### config.mk
export PLATFORM = sky130hd
export DESIGN_NAME = uart_tx_param
export DESIGN_NICKNAME = d
export VERILOG_FILES = /design/src/rtl/uart_pkg.sv /design/src/rtl/uart_sync_fifo.sv /design/src/rtl/uart_tx_param.sv
export SDC_FILE = /design/constraint.sdc
export NUM_CORES = 1
export LEC_CHECK = 0
export ABC_AREA = 0
export BUFFER_PORTS_ARGS = -buffer_cell sky130_fd_sc_hd__clkbuf_2
export CORE_AREA = 10 10 107 109
export DETAILED_ROUTE_END_ITERATION = 10
export DIE_AREA = 0 0 117 119
export GPL_TIMING_DRIVEN = 0
export PLACE_DENSITY = 0.47
export SYNTH_ARGS = -nofsm -noshare
export SYNTH_HDL_FRONTEND = slang
export SYNTH_SLANG_ARGS = --single-unit
### constraint.sdc
create_clock -name clk -period 3.33 [get_ports clk]
set_clock_uncertainty 0.1 [all_clocks]
set_input_delay 0.666 -clock clk [delete_from_list [all_inputs] [get_ports clk]]
set_output_delay 0.666 -clock clk [all_outputs]
set_load 0.1 [all_outputs]
### src/rtl/uart_pkg.sv
// Shared UART definitions: parity modes, transmitter state encoding and a frame-length
// helper that the receive side reuses.
package uart_pkg;

   localparam int unsigned PARITY_NONE = 0;
   localparam int unsigned PARITY_ODD  = 1;
   localparam int unsigned PARITY_EVEN = 2;

   typedef enum logic [2:0] {
      StIdle,
      StStart,
      StData,
      StParity,
      StStop
   } tx_state_e;

   // Bit periods per frame: start + data + optional parity + stop.
   function automatic int unsigned frame_len(input int unsigned data_bits,
                                             input int unsigned parity,
                                             input int unsigned stop_bits);
      return 1 + data_bits + ((parity != PARITY_NONE) ? 1 : 0) + stop_bits;
   endfunction

endpackage

### src/rtl/uart_sync_fifo.sv
// Synchronous FIFO with show-ahead read data; pushes when full and pops when empty are ignored.
module uart_sync_fifo
   import uart_pkg::*;
#(
   parameter int unsigned WIDTH = 8,
   parameter int unsigned DEPTH = 4
) (
   input  logic                         clk,
   input  logic                         reset,
   input  logic                         i_push,
   input  logic [WIDTH-1:0]             i_data,
   input  logic                         i_pop,
   output logic [WIDTH-1:0]             o_data,
   output logic [$clog2(DEPTH+1)-1:0]   o_count,
   output logic                         o_full,
   output logic                         o_empty
);

   localparam int unsigned AW = $clog2(DEPTH);
   localparam int unsigned CW = $clog2(DEPTH + 1);

   logic [WIDTH-1:0] r_mem [DEPTH];
   logic [AW-1:0]    r_wr_ptr;
   logic [AW-1:0]    r_rd_ptr;
   logic [CW-1:0]    r_count;
   logic             w_push;
   logic             w_pop;

   assign o_full  = (r_count == CW'(DEPTH));
   assign o_empty = (r_count == '0);
   assign w_push  = i_push && !o_full;
   assign w_pop   = i_pop && !o_empty;
   assign o_data  = r_mem[r_rd_ptr];
   assign o_count = r_count;

   // DEPTH is a power of two, so the pointers wrap naturally.
   always_ff @(posedge clk) begin
      if (reset) begin
         r_wr_ptr <= '0;
         r_rd_ptr <= '0;
         r_count  <= '0;
      end else begin
         if (w_push) begin
            r_mem[r_wr_ptr] <= i_data;
            r_wr_ptr        <= r_wr_ptr + AW'(1);
         end
         if (w_pop) begin
            r_rd_ptr <= r_rd_ptr + AW'(1);
         end
         case ({w_push, w_pop})
            2'b10:   r_count <= r_count + CW'(1);
            2'b01:   r_count <= r_count - CW'(1);
            default: r_count <= r_count;
         endcase
      end
   end

endmodule

### src/rtl/uart_tx_param.sv
// UART transmitter: FIFO-fed, configurable data width, parity and stop bits, advancing one
// bit per baud strobe with no idle gap between queued frames.
module uart_tx_param
   import uart_pkg::*;
#(
   parameter int unsigned DATA_BITS  = 8,
   parameter int unsigned PARITY     = PARITY_NONE,
   parameter int unsigned STOP_BITS  = 1,
   parameter int unsigned FIFO_DEPTH = 4
) (
   input  logic                              clk,
   input  logic                              reset,
   input  logic                              clkEn,
   input  logic [DATA_BITS-1:0]              inputData,
   input  logic                              inputValid,
   output logic                              inputReady,
   output logic                              serialOutput,
   output logic                              busy,
   output logic [$clog2(FIFO_DEPTH+1)-1:0]   fifoCount
);

   localparam int unsigned IW = $clog2(DATA_BITS);
   localparam logic [IW-1:0] LastIdx = IW'(DATA_BITS - 1);

   tx_state_e            r_state;
   logic [DATA_BITS-1:0] r_shift;
   logic [IW-1:0]        r_idx;
   logic                 r_stop_cnt;
   logic                 r_tx;

   logic [DATA_BITS-1:0] w_head;
   logic                 w_full;
   logic                 w_empty;
   logic                 w_push;
   logic                 w_pop;
   logic                 w_stop_last;
   logic                 w_par;

   assign w_stop_last = (r_stop_cnt == 1'(STOP_BITS - 1));
   assign w_push      = inputValid && !w_full && !reset;
   // Pop only on the strobe that launches a new start bit.
   assign w_pop       = clkEn && !w_empty &&
                        ((r_state == StIdle) || ((r_state == StStop) && w_stop_last));
   assign w_par       = (PARITY == PARITY_ODD) ? ~(^r_shift) : ^r_shift;

   uart_sync_fifo #(
      .WIDTH (DATA_BITS),
      .DEPTH (FIFO_DEPTH)
   ) u_fifo (
      .clk     (clk),
      .reset   (reset),
      .i_push  (w_push),
      .i_data  (inputData),
      .i_pop   (w_pop),
      .o_data  (w_head),
      .o_count (fifoCount),
      .o_full  (w_full),
      .o_empty (w_empty)
   );

   always_ff @(posedge clk) begin
      if (reset) begin
         r_state    <= StIdle;
         r_shift    <= '0;
         r_idx      <= '0;
         r_stop_cnt <= 1'b0;
         r_tx       <= 1'b1;
      end else if (clkEn) begin
         case (r_state)
            StIdle: begin
               if (w_pop) begin
                  r_shift <= w_head;
                  r_tx    <= 1'b0;
                  r_state <= StStart;
               end
            end
            StStart: begin
               r_tx    <= r_shift[0];
               r_idx   <= '0;
               r_state <= StData;
            end
            StData: begin
               if (r_idx == LastIdx) begin
                  r_stop_cnt <= 1'b0;
                  if (PARITY != PARITY_NONE) begin
                     r_tx    <= w_par;
                     r_state <= StParity;
                  end else begin
                     r_tx    <= 1'b1;
                     r_state <= StStop;
                  end
               end else begin
                  r_idx <= r_idx + IW'(1);
                  r_tx  <= r_shift[r_idx + IW'(1)];
               end
            end
            StParity: begin
               r_tx       <= 1'b1;
               r_stop_cnt <= 1'b0;
               r_state    <= StStop;
            end
            StStop: begin
               if (!w_stop_last) begin
                  r_stop_cnt <= r_stop_cnt + 1'b1;
                  r_tx       <= 1'b1;
               end else if (w_pop) begin
                  r_shift <= w_head;
                  r_tx    <= 1'b0;
                  r_state <= StStart;
               end else begin
                  r_tx    <= 1'b1;
                  r_state <= StIdle;
               end
            end
            default: begin
               r_tx    <= 1'b1;
               r_state <= StIdle;
            end
         endcase
      end
   end

   assign serialOutput = r_tx;
   assign inputReady   = !w_full;
   assign busy         = (r_state != StIdle) || !w_empty;

endmodule

Word level (Yosys, flattened, before mapping)

Memory sizes are Yosys's and may differ from the RTL's. A register that Yosys moved wholly into a read port is not among the register bits.
Cells that the tools add are included.

Bits in registers: 23
Bits in writable memories: 32
Input port bits: 12
Logic and storage cells: 79
Memories kept: 1

Memory list:

| memory       | depth | bits a word | read ports | clocked after Yosys merged registers in | wr ports | RTL line             | RTL |
|---|---|---|---|---|---|---|---|
| u_fifo.r_mem | 4     | 8           | 1          | 1                                       | 1        | uart_sync_fifo.sv:22 | `logic [WIDTH-1:0] r_mem [DEPTH];` |

Add/sub/neg operators: 6
Order comparisons: 1
Equality and inequality tests: 12
Multiplexer cells: 26
Bitwise gates (word level): 1
Reduce and logical (&&, ||, !) cells: 24

Operator list:

| kind                                                                          | number |
|---|---|
| 8-bit 2-to-1 mux                                                              | 2 |
| 8-bit case mux with 2 select lines                                            | 1 |
| 3-bit case mux with 5 select lines                                            | 1 |
| 3-bit 2-to-1 mux                                                              | 4 |
| 3-bit case mux with 2 select lines                                            | 2 |
| 1-bit 2-to-1 mux                                                              | 11 |
| 3-bit equality test (second input constant)                                   | 3 |
| 3-bit AND reduction                                                           | 3 |
| 1-bit logical AND                                                             | 7 |
| 3-bit by 1-bit adder with 3-bit output (second input constant)                | 2 |
| 3-bit by 2-bit equality test with 1-bit output (second input constant)        | 2 |
| 3-bit logical NOT                                                             | 2 |
| 2-bit != test (second input constant)                                         | 3 |
| 2-bit nonzero test                                                            | 3 |
| 3-bit nonzero test                                                            | 2 |
| 2-bit by 1-bit adder with 2-bit output (second input constant)                | 2 |
| 3-bit by 4-bit less-than comparator with 1-bit output (second input constant) | 1 |
| 2-bit 2-to-1 mux                                                              | 2 |
| 1-bit case mux with 4 select lines                                            | 1 |
| 4-bit AND reduction                                                           | 1 |
| 1-bit binary-select mux with 3-bit select                                     | 1 |
| 3-bit by 1-bit equality test with 1-bit output (second input constant)        | 1 |
| 1-bit logical NOT                                                             | 3 |
| 1-bit case mux with 3 select lines                                            | 1 |
| 8 further kinds                                                               | 9 |

Logic depth before layout (Yosys ltp)

Gate-level depths: netlist of run 1.

Word-level depth: 8
Depth in mapped cells: 10
Mapped depth without buffers: 10

Hierarchy

From an unflattened synthesis of run 1, not the netlist that was laid out.

Cells, all modules: 183
Area total of the unflattened synthesis: 2377.3 um2

By module, submodules not included:

| module         | instances | cells each | area an instance (um2) |
|---|---|---|---|
| uart_sync_fifo | 1         | 96         | 1636.6 |
| uart_tx_param  | 1         | 87         | 740.7 |

Worst setup path after synthesis of run 1

OpenSTA, ideal clock, no wires.

Path type: flip-flop to flip-flop
From: register u_fifo.r_count[2] (netlist: u_fifo.o_count[2])
To: register u_fifo.r_count[2] (netlist: u_fifo.o_count[2])
Library setup time: 0.071 ns
Arrival: 3.253 ns
Required time: 3.159 ns
Setup slack: -0.094 ns
Stages on the path, launching flop included: 11
Buffers on the path: 0
Cells stage by stage: dfxtp_1 > or3b_2 > nand2_1 > nor2_1 > inv_1 > ha_1 > inv_1 > fa_1 > xor2_1 > or3_1 > a21oi_1

Word-level cells in the longest chain between the ends: 7

Ends and longest elaborated chain:

| what                                                                                         | RTL line             | RTL |
|---|---|---|
| start, declared                                                                              | uart_sync_fifo.sv:25 | `logic [CW-1:0] r_count;` |
| start signal, assigned                                                                       | uart_sync_fifo.sv:51 | `2'b10: r_count <= r_count + CW'(1);` |
| start signal, assigned                                                                       | uart_sync_fifo.sv:52 | `2'b01: r_count <= r_count - CW'(1);` |
| start signal, assigned                                                                       | uart_sync_fifo.sv:53 | `default: r_count <= r_count;` |
| 3-bit equality test *                                                                        | uart_sync_fifo.sv:29 | `assign o_full = (r_count == CW'(DEPTH));` |
| 1-bit logical NOT *                                                                          | --                   |  |
| via inputReady                                                                               | uart_tx_param.sv:16  | `output logic inputReady,` |
| 1-bit logical AND (2 in a row)                                                               | uart_tx_param.sv:40  | `assign w_push = inputValid && !w_full && !reset;` |
| 1-bit logical AND *                                                                          | uart_sync_fifo.sv:31 | `assign w_push = i_push && !o_full;` |
| 2-bit by 1-bit equality test with 1-bit output / 2-bit equality test (equally long branches) | uart_sync_fifo.sv:50 | `case ({w_push, w_pop})` |
| 3-bit case mux with 2 select lines / 2-bit nonzero test (equally long branches)              | --                   |  |

The timed path passes the listed nets; every way through them passes the cells marked *.
A chain may end at the register's enable or synchronous reset.

Worst setup path in the final report of run 1

From: register u_fifo.r_count[0] (netlist: u_fifo.o_count[0])
To: output port busy

Word-level cells in the longest chain between the ends: 3

Ends and longest elaborated chain:

| what              | RTL line             | RTL |
|---|---|---|
| 3-bit logical NOT | uart_sync_fifo.sv:30 | `assign o_empty = (r_count == '0);` |
| 1-bit logical NOT | uart_tx_param.sv:125 | `assign busy = (r_state != StIdle) \|\| !w_empty;` |
| 1-bit logical OR  | uart_tx_param.sv:125 |  |
| end, declared     | uart_tx_param.sv:18  | `output logic busy,` |

No other way between the ends.

==> out/summary.txt, run 1 <==
Congestion Overflow GR = 0
DRC marker count from the first detailed-route iteration = 40
Reg-to-Reg Start = r_state[0]
Final RePlAce weighted congestion = 0.7249
Hold Path Class = register to register
Critical path origin = u_fifo.o_count[0]
Post-synth EDFFs = 32
Final period util = 0.8090
RSZ-0062 raised after global routing = no
Int Pwr = 1.206 mW
Tmin final = 2.694 ns
Post-layout total power = 1.983 mW
Seq pwr share = 0.443
Most frequent cell after synthesis = edfxtp_1
Ys Warns = 0
Startpoint Class = register
Fmax = 371.2 MHz
Max rail drop VDD = 0.4754 mV
Initial antenna violation count = 0
Initial Util = 0.2430
Worst setup EP type = primary output
Drt first pass iters = 4
Die Wd = 117 um
Worst Tran Pin Value = 0.6831 ns
CTS H-tree lvls = 2
Crit path max fanout = 5
R2R Setup Slk = 0.73 ns
Synth Flop Type = edfxtp_1
DR vias = 1,330
Final #Nets = 217
CP cell instances = or3_4 -> or4_4 -> clkbuf_2
Remaining antenna violation count after routing = 0
# DRC = 0
First-pass GRT wire length = 6637 um
CTS max path bufs = 2
# resized after CTS = 0
Die Y = 119 um
Worst Path Required = 2.56 ns
Setup Fix Bufs, Post-CTS = 0
Ports = 18
Share of layout cells above drive strength 1 = 0.2020
Synth Register Bits = 56
Post-synth top area cell = edfxtp_1
Area growth, synth to finish = 14.21%
I/O Buffers = 17
Diodes inserted = 0
Sw Ratio = 0.3919
FF-to-FF path depth = 9
CTS buffer count = 5
Net Count, Synth = 193
Reg clk slew, reported paths = 0.11 ns
RR Endpoint = u_fifo.o_count[2]
Clk Latency, worst-skew pair = 0.31 ns
Critical path's largest stage delay = 0.44 ns
Sink Count = 56
Die area = 13,920 um2
Rows = 36
Pleak = 0.9066 nW
Post-Syn Area = 2298 um2
Top cells by area, synth = edfxtp_1 42%, dfxtp_1 21%, mux4_2 8.8%, ha_1 3.8%, nand2_1 3.6%
Max capacitance violation total = 0
Worst setup path endpoint = busy
Placed standard-cell area = 2527 um2
Non-filler cells, final = 312
Total power per unit cell area = 755.5 nW/um2
Number of global-route vias before repair = 1,353
Root buffer cell = clkbuf_8
Fin. max-slew vios = 0
Syn avg cell area = 13.29 um2
Worst hold margin = 0.3640 ns
Sequential fraction of the synthesis area = 0.6271
Slew HR = 0.5446
Hold path cells = 2
Post-CTS Hold Buffers = 0
Total Wirelength = 4058 um
Clock Power Share = 0.203
CP Class = register to primary output
CTS tree = built
Drt via density = 4.263
Final Hold Fails = 0
Finished Cell Area = 2625 um2
Maximum number of pins on one net before global-route repair = 21
Critical path arrival = 1.93 ns
Setup TNS = 0 ns
Post-DP HPWL = 2902 um
Most instantiated cells after synthesis = 32 x edfxtp_1, 24 x dfxtp_1, 22 x nand2_1
CORE AREA = 9459 um2
Top-area cell type share of the netlist area = 0.4181
FFs w/ async S/R, synth = 0
Comb pwr share = 0.354
P_sw = 0.7772 mW
Final setup violation count = 0
Post-placement cell count = 304
Cells after synthesis = 173
Run status = completed
Wire length per cell = 13.01 um
Total track usage = 0.06024
Yosys cell types = 35
Critical-path top delay cell = or4_4
-- cell usage in the layout (no fill, tap or decap), types with 2 or more instances in the layout --
master / n
mux2i_1: 3
nor2b_1: 2
inv_6: 2
nand2_1: 22
clkbuf_8: 5
dfxtp_1: 23
nand3_1: 2
edfxtp_1: 32
nor2_1: 11
clkbuf_1: 3
or3b_2: 2
mux4_2: 9
xor2_1: 3
o21ai_0: 2
and2_1: 5
a21oi_1: 16
nor3b_1: 3
xnor2_1: 2
clkbuf_2: 17
or3_1: 2
ha_1: 7
inv_1: 7
-- power by group through the flow --
stage / clock, mW / combinational, mW / sequential [mW]
floorplan: 0 / 0.472 / 1.01
global placement: 0 / 0.718 / 0.892
detailed placement: 0 / 0.715 / 0.895
CTS: 0.415 / 0.717 / 0.879
global route: 0.444 / 0.766 / 0.890
finish: 0.402 / 0.703 / 0.879
-- final cells by class --
cell class                 instances  area, um2
sequential                        56       1443
clock inverter                     3      28.78
timing repair buffer              17      85.08
tap                              114      142.6
clock buffer                       5      68.82
multi-input combinational        105      812.0
fill                            1002       6834
buffer                             4      15.01
inverter                           8      30.03
-- worst max-delay path, delay by kind of cell (launching register included) --
kind | cells | cell delay, ns
flops | 1 | 0.37
simple gates | 2 | 0.86
buf+inv | 1 | 0.39
-- worst min-delay path by stage --
stage	slack, ns	endpoint	startpoint
final	0.36	r_shift[1]	r_shift[1]
after global routing	0.39	r_shift[3]	r_shift[3]
after CTS	0.37	r_shift[4]	r_shift[4]
after detailed placement	0.35	r_shift[4]	r_shift[4]
after global placement	0.35	r_shift[2]	r_shift[2]
after floorplan	0.33	r_shift[7]	r_shift[7]
-- stage by stage --
| stage | utilization | setup WS (ns) |
|---|---|---|
| global route | 0.2775 | 0.5009 |
| detailed placement | 0.2672 | 0.4869 |
| global placement | 0.2672 | 0.4615 |
| floorplan | - | 0.1118 |
| CTS | 0.2775 | 0.6132 |
| finish | 0.2775 | 0.6360 |
-- state kept, by name, indices dropped and copies added (netlist names), named ones only --
register,count
serialOutput,1
r_idx,3
u_fifo.r_mem,32
r_state,3
u_fifo.r_wr_ptr,2
r_shift,8
u_fifo.r_rd_ptr,2
u_fifo.o_count,3
-- layer usage --
metal,GRT usage,part of all wire,wire length (um)
met5,0,0,0
met4,0.02087,0.013,54
met3,0.01857,0.033,135
met2,0.09603,0.47,1918
met1,0.07496,0.48,1950
-- cell families after synthesis --
logic type,synth area share
xor gates and xnor gates,0.01906
buffers and inverters,0.01960
DFF,0.6271
muxes,0.1013
AOI/OAI and AO/OA,0.06479
and+or+nand+nor,0.1214
adders and majority gates,0.04681
Note: power is estimated with default switching activity, not from simulation.
==> inputs of run 2 (changes only) <==
--- a/config.mk
+++ b/config.mk
@@ -5,11 +5,11 @@
 export SDC_FILE = /design/constraint.sdc
 export NUM_CORES = 1
 export LEC_CHECK = 0
-export ABC_AREA = 0
+export ABC_AREA = 1
 export BUFFER_PORTS_ARGS = -buffer_cell sky130_fd_sc_hd__clkbuf_2
-export CORE_AREA = 10 10 107 109
+export CORE_AREA = 10 10 109 111
 export DETAILED_ROUTE_END_ITERATION = 10
-export DIE_AREA = 0 0 117 119
+export DIE_AREA = 0 0 119 121
 export GPL_TIMING_DRIVEN = 0
 export PLACE_DENSITY = 0.47
 export SYNTH_ARGS = -nofsm -noshare
==> constraint.sdc (replaced) <==
create_clock -name clk -period 2.8 [get_ports clk]
set_clock_uncertainty 0.1 [all_clocks]
set_input_delay 0.56 -clock clk [delete_from_list [all_inputs] [get_ports clk]]
set_output_delay 0.56 -clock clk [all_outputs]
set_load 0.1 [all_outputs]
==> run 2 against run 1 <==
Effect of this change:
- sequential share of layout area decreased by 2.6 points
- critical path depth grew 2
- combinational power rose by 48%
- critical path type unchanged
- core utilization up 0.87 points
- die area grew 3.4%
- largest power group unchanged
- final cell count grew 33%
- synthesized cell count up 48%
- via count rose by 26%
- setup slack worse by 0.025 ns
- sequential power increased by 26%
- global-route usage increased by 0.86 points
==> out/summary.txt, run 2 <==
Most instantiated cells after synthesis = 56 x nor2_1, 34 x o21ai_0, 32 x edfxtp_1
DRC marker count from the first detailed-route iteration = 57
Wire length per cell = 11.17 um
Critical path arrival = 1.53 ns
Area growth, synth to finish = 15.14%
Fmax = 456.8 MHz
Sequential fraction of the synthesis area = 0.6016
CTS tree = built
Syn avg cell area = 9.360 um2
Post-layout total power = 2.608 mW
Synth Flop Type = edfxtp_1
Clk Latency, worst-skew pair = 0.31 ns
Ys Warns = 0
Final Hold Fails = 0
Worst setup EP type = primary output
Congestion Overflow GR = 0
Drt via density = 4.039
CTS H-tree lvls = 2
Final core occ = 0.2862
Slack of the critical path = 0.6108 ns
Total power per unit cell area = 945.2 nW/um2
Initial Util = 0.2486
WHS Endpoint = r_state[0]
Die area = 14,400 um2
Cells after synthesis = 256
Critical path's largest stage delay = 0.48 ns
Most common library cell in the layout ignoring fill and taps = nor2_1
FFs w/ async S/R, synth = 0
Tmin final = 2.189 ns
Final #Nets = 300
Final RePlAce weighted congestion = 0.7822
RR Endpoint = u_fifo.o_count[2]
Final setup violation count = 0
Pleak = 1.077 nW
Startpoint Class = register
Max reg flops = 32
Total track usage = 0.06881
Worst Tran Pin Value = 0.8369 ns
Ports = 18
Post-synth top area cell = edfxtp_1
Run status = completed
Bufs and invs on worst path = 2
First-pass GRT wire length = 8086 um
Most frequent cells in the layout = 56 x nor2_1, 34 x o21ai_0, 32 x edfxtp_1, 27 x nand2_1, 22 x inv_1
Crit path max fanout = 6
Reg with most FFs = u_fifo.r_mem
Number of global-route vias before repair = 1,670
Fill cells = 1,081
Hold path cells = 2
Post-Syn Area = 2396 um2
CP Class = register to primary output
Critical-path top delay cell = dfxtp_1
CP cell instances = inv_2 -> nand2_2 -> nor2_1 -> nand2_1 -> clkbuf_2
# DRC = 0
Slew HR = 0.4400
Dpl ws = 0.4122 ns
Most frequent cell after synthesis = nor2_1
Post-synth EDFFs = 32
Setup TNS = 0 ns
I/O Buffers = 17
Reg clk slew, reported paths = 0.10 ns
Top cells by area, synth = edfxtp_1 40%, dfxtp_1 20%, nor2_1 8.8%, o21ai_0 7.1%, nand2_1 4.2%
Total Wirelength = 4624 um
CTS max path bufs = 2
Setup Fix Bufs, Post-CTS = 0
Drt first pass iters = 4
Max capacitance violation total = 0
Top-area cell type share of the netlist area = 0.4010
Rows = 36
RSZ-0062 raised after global routing = no
Sink Count = 56
Worst hold margin = 0.3459 ns
Die Wd = 119 um
Post-DP HPWL = 3372 um
Biggest regs = u_fifo.r_mem x32, r_shift x8
Fin. max-slew vios = 0
R2R Setup Slk = 0.68 ns
Maximum number of pins on one net before global-route repair = 20
HP Start = reset
Share of layout cells above drive strength 1 = 0.1673
Post-CTS Hold Buffers = 0
Root buffer cell = clkbuf_8
Hold Path Class = input pin to register
Synth Register Bits = 56
DR vias = 1,672
Net Count, Synth = 276
Worst Path Required = 2.14 ns
Initial antenna violation count = 0
Yosys cell types = 20
Die Y = 121 um
Remaining antenna violation count after routing = 0
Diodes inserted = 0
Final period util = 0.7818
Worst path top cell family by delay = buffers and inverters
Reg-to-Reg Start = r_state[0]
Max rail drop VDD = 0.2664 mV
# resized after CTS = 0
CORE AREA = 9639 um2
CTS buffer count = 5
FF-to-FF path depth = 13
run 2: final cells by class:
| type | instances | area (um2) | share of cell area |
|---|---|---|---|
| Inverter | 27 | 101.3 | 0.03673 |
| Clock buffer | 5 | 68.82 | 0.02494 |
| Clock inverter | 3 | 26.28 | 0.009524 |
| Tap cell | 133 | 166.4 | 0.06032 |
| Buffer | 8 | 56.30 | 0.02041 |
| Multi-Input combinational cell | 165 | 809.5 | 0.2934 |
| Timing Repair Buffer | 17 | 85.08 | 0.03084 |
| Sequential cell | 56 | 1445 | 0.5238 |
run 2: per-stage QoR:
| stage | area, um2 | std cells |
|---|---|---|
| after floorplan | 2412 | 256 |
| after global routing | 2759 | 414 |
| after CTS | 2759 | 414 |
| after global placement | 2664 | 406 |
| after detailed placement | 2664 | 406 |
| final | 2759 | 414 |
run 2: logic make-up after synthesis:
logic type                 synth area share
buffers and inverters               0.06579
AOI/OAI and AO/OA                    0.1170
adders and majority gates           0.04491
DFF                                  0.6016
and+or+nand+nor                      0.1708
run 2: where the power goes:
part	internal, mW	switching (mW)
Sequential	1.01	0.0974
Clock	0.185	0.276
Combinational	0.287	0.748
Total	1.49	1.12
run 2: routing by layer:
layer	part of all wire	wire (um)	track usage	vias up
li1	-	-	-	891
met1	0.50	2310	0.08625	755
met2	0.46	2120	0.1113	18
met3	0.026	122	0.01815	8
met4	0.015	70	0.02519	0
met5	0	0	0	-
run 2: worst register-to-register path, cell delays in order, from the launching register on:
cell and delay (ns):
dfxtp_1 0.39, inv_2 0.08, nand2_2 0.05, nor2_2 0.09
nand2_2 0.06, inv_1 0.08, buf_6 0.13, ha_1 0.14
inv_1 0.06, fa_1 0.37, a21oi_1 0.14, o21ai_0 0.10
o21ai_0 0.16, a21oi_1 0.05
run 2: how the worst max path moves through the flow:
stage	depth (start not counted)	end	from
2_1_floorplan	9	u_fifo.o_count[2]	u_fifo.o_count[2]
3_3_place_gp	13	u_fifo.o_count[2]	clkEn
3_5_place_dp	13	u_fifo.o_count[2]	clkEn
4_1_cts	5	busy	r_state[0]
5_1_grt	13	u_fifo.o_count[2]	r_state[0]
6_report	5	busy	r_state[0]
==> inputs of run 3 (changes only) <==
--- a/config.mk
+++ b/config.mk
@@ -11,7 +11,7 @@
 export DETAILED_ROUTE_END_ITERATION = 10
 export DIE_AREA = 0 0 119 121
 export GPL_TIMING_DRIVEN = 0
-export PLACE_DENSITY = 0.47
+export PLACE_DENSITY = 0.48
 export SYNTH_ARGS = -nofsm -noshare
 export SYNTH_HDL_FRONTEND = slang
 export SYNTH_SLANG_ARGS = --single-unit
==> constraint.sdc (replaced) <==
create_clock -name clk -period 2 [get_ports clk]
set_clock_uncertainty 0.1 [all_clocks]
set_input_delay 0.4 -clock clk [delete_from_list [all_inputs] [get_ports clk]]
set_output_delay 0.4 -clock clk [all_outputs]
set_load 0.1 [all_outputs]
==> run 3 against run 2 <==
Effect of this change:
- final cell count grew 0.48%
- setup slack lost 0.52 ns
- core utilization grew 0.67 points
- non-clock buffer count grew 2
- sequential power grew 42%
- wire length grew 0.95%
- worst hold slack lost 0.15 ns
- clock power grew 39%
- global-route usage is essentially flat
- die area is the same
- cell area grew 2.4%
- critical endpoint unchanged
- largest cell class unchanged
==> out/summary.txt, run 3 (synthesis gave the netlist of run 2 again) <==
Maximum number of pins on one net before global-route repair = 20
R2R Setup Slk = 0.09 ns
CTS tree = built
Final Hold Fails = 0
Crit path max fanout = 6
CP Class = register to primary output
RSZ-0062 raised after global routing = yes
Non-filler cells, final = 416
I/O Buffers = 17
Seq pwr share = 0.422
Dpl ws = -0.08799 ns
Worst Tran Pin Value = 0.7991 ns
Wire length per cell = 11.22 um
Worst Path Required = 1.50 ns
CTS H-tree lvls = 2
Initial Util = 0.2486
Die Y = 121 um
Reg-to-Reg Start = r_state[1]
Drt first pass iters = 4
First-pass GRT wire length = 8017 um
Int Pwr = 2.136 mW
Clock Power Share = 0.171
Setup TNS = 0 ns
Drt via density = 3.998
Tmin final = 1.911 ns
Rows = 36
Diodes inserted = 0
Startpoint Class = register
RR Endpoint = u_fifo.o_count[2]
Max capacitance violation total = 0
Comb pwr share = 0.407
Post-placement cell count = 406
Final core occ = 0.2930
Total power per unit cell area = 1323 nW/um2
CTS max path bufs = 2
Root buffer cell = clkbuf_8
Post-DP HPWL = 3410 um
Area growth, synth to finish = 17.86%
Biggest regs = u_fifo.r_mem x32, r_shift x8
Post-layout total power = 3.735 mW
Most common library cell in the layout ignoring fill and taps = nor2_1
Final setup violation count = 0
Remaining antenna violation count after routing = 0
FF-to-FF path depth = 13
Finished Cell Area = 2824 um2
Final RePlAce weighted congestion = 0.7689
Slack of the critical path = 0.08854 ns
DRC marker count from the first detailed-route iteration = 53
Most frequent cells in the layout = 56 x nor2_1, 32 x o21ai_0, 32 x edfxtp_1, 26 x nand2_1, 19 x dfxtp_1
Hold Path Class = input pin to register
Initial antenna violation count = 0
Worst setup EP type = primary output
Die area = 14,400 um2
Slew HR = 0.4653
Die Wd = 119 um
Congestion Overflow GR = 0
Sink Count = 56
Max rail drop VDD = 0.4248 mV
Pleak = 1.088 nW
Total track usage = 0.06866
Run status = completed
Worst setup path endpoint = busy
CTS buffer count = 5
CORE AREA = 9639 um2
Sw Ratio = 0.4282
HP Start = reset
Share of layout cells above drive strength 1 = 0.2120
Fmax = 523.2 MHz
DR vias = 1,663
Critical path origin = r_state[0]
Placed standard-cell area = 2704 um2
Fin. max-slew vios = 0
Final #Nets = 302
P_sw = 1.599 mW
Max reg flops = 32
Final period util = 0.9557
Clk Latency, worst-skew pair = 0.31 ns
# DRC = 0
Number of global-route vias before repair = 1,718
Total Wirelength = 4668 um
Ports = 18
Reg with most FFs = u_fifo.r_mem
Worst hold margin = 0.1952 ns
Reg clk slew, reported paths = 0.10 ns
Critical path arrival = 1.41 ns
run 3: worst min path at each step:
| stage | end | slack [ns] | cells past startpoint |
|---|---|---|---|
| global route | r_state[0] | 0.20 | 2 |
| global placement | u_fifo.r_rd_ptr[1] | 0.35 | 2 |
| floorplan | register | 0.34 | 2 |
| finish | r_state[0] | 0.20 | 2 |
| CTS | u_fifo.r_mem[3][6] | 0.19 | 1 |
| detailed placement | u_fifo.o_count[0] | 0.37 | 1 |
run 3: cell type report:
class | instances | area [um2]
sequential | 56 | 1458
fill | 1056 | 6815
inverter | 27 | 103.9
timing repair buffer | 19 | 100.1
clock inverter | 3 | 27.53
multi-input combinational | 165 | 843.3
clock buffer | 5 | 68.82
tap | 133 | 166.4
buffer | 8 | 56.30
run 3: worst max-delay path: stages (launching register included):
cell and delay (ns):
dfxtp_2 0.40, inv_2 0.05, nand2_2 0.06, nor2_1 0.05
nand2_2 0.09, clkbuf_2 0.46
run 3: layer usage:
metal / part of all wire / track usage / routed length, um
met4: 0.0079 / 0.02290 / 37
met5: 0 / 0 / 0
met1: 0.51 / 0.08361 / 2371
met2: 0.46 / 0.1151 / 2125
met3: 0.029 / 0.01815 / 134
run 3: power by group through the flow:
stage / combinational, mW / clock (mW) / sequential, mW
floorplan: 0.996 / 0 / 1.80
global placement: 1.50 / 0 / 1.60
detailed placement: 1.51 / 0 / 1.60
CTS: 1.51 / 0.671 / 1.58
global route: 1.73 / 0.708 / 1.61
finish: 1.52 / 0.639 / 1.58
run 3: what timing repair did:
action,4_1_cts,5_1_grt
hold endpoints to repair,0,0
endpoints found under the setup margin,0,2
hold buffers,0,0
setup buffers,0,2
gates resized for setup,0,5
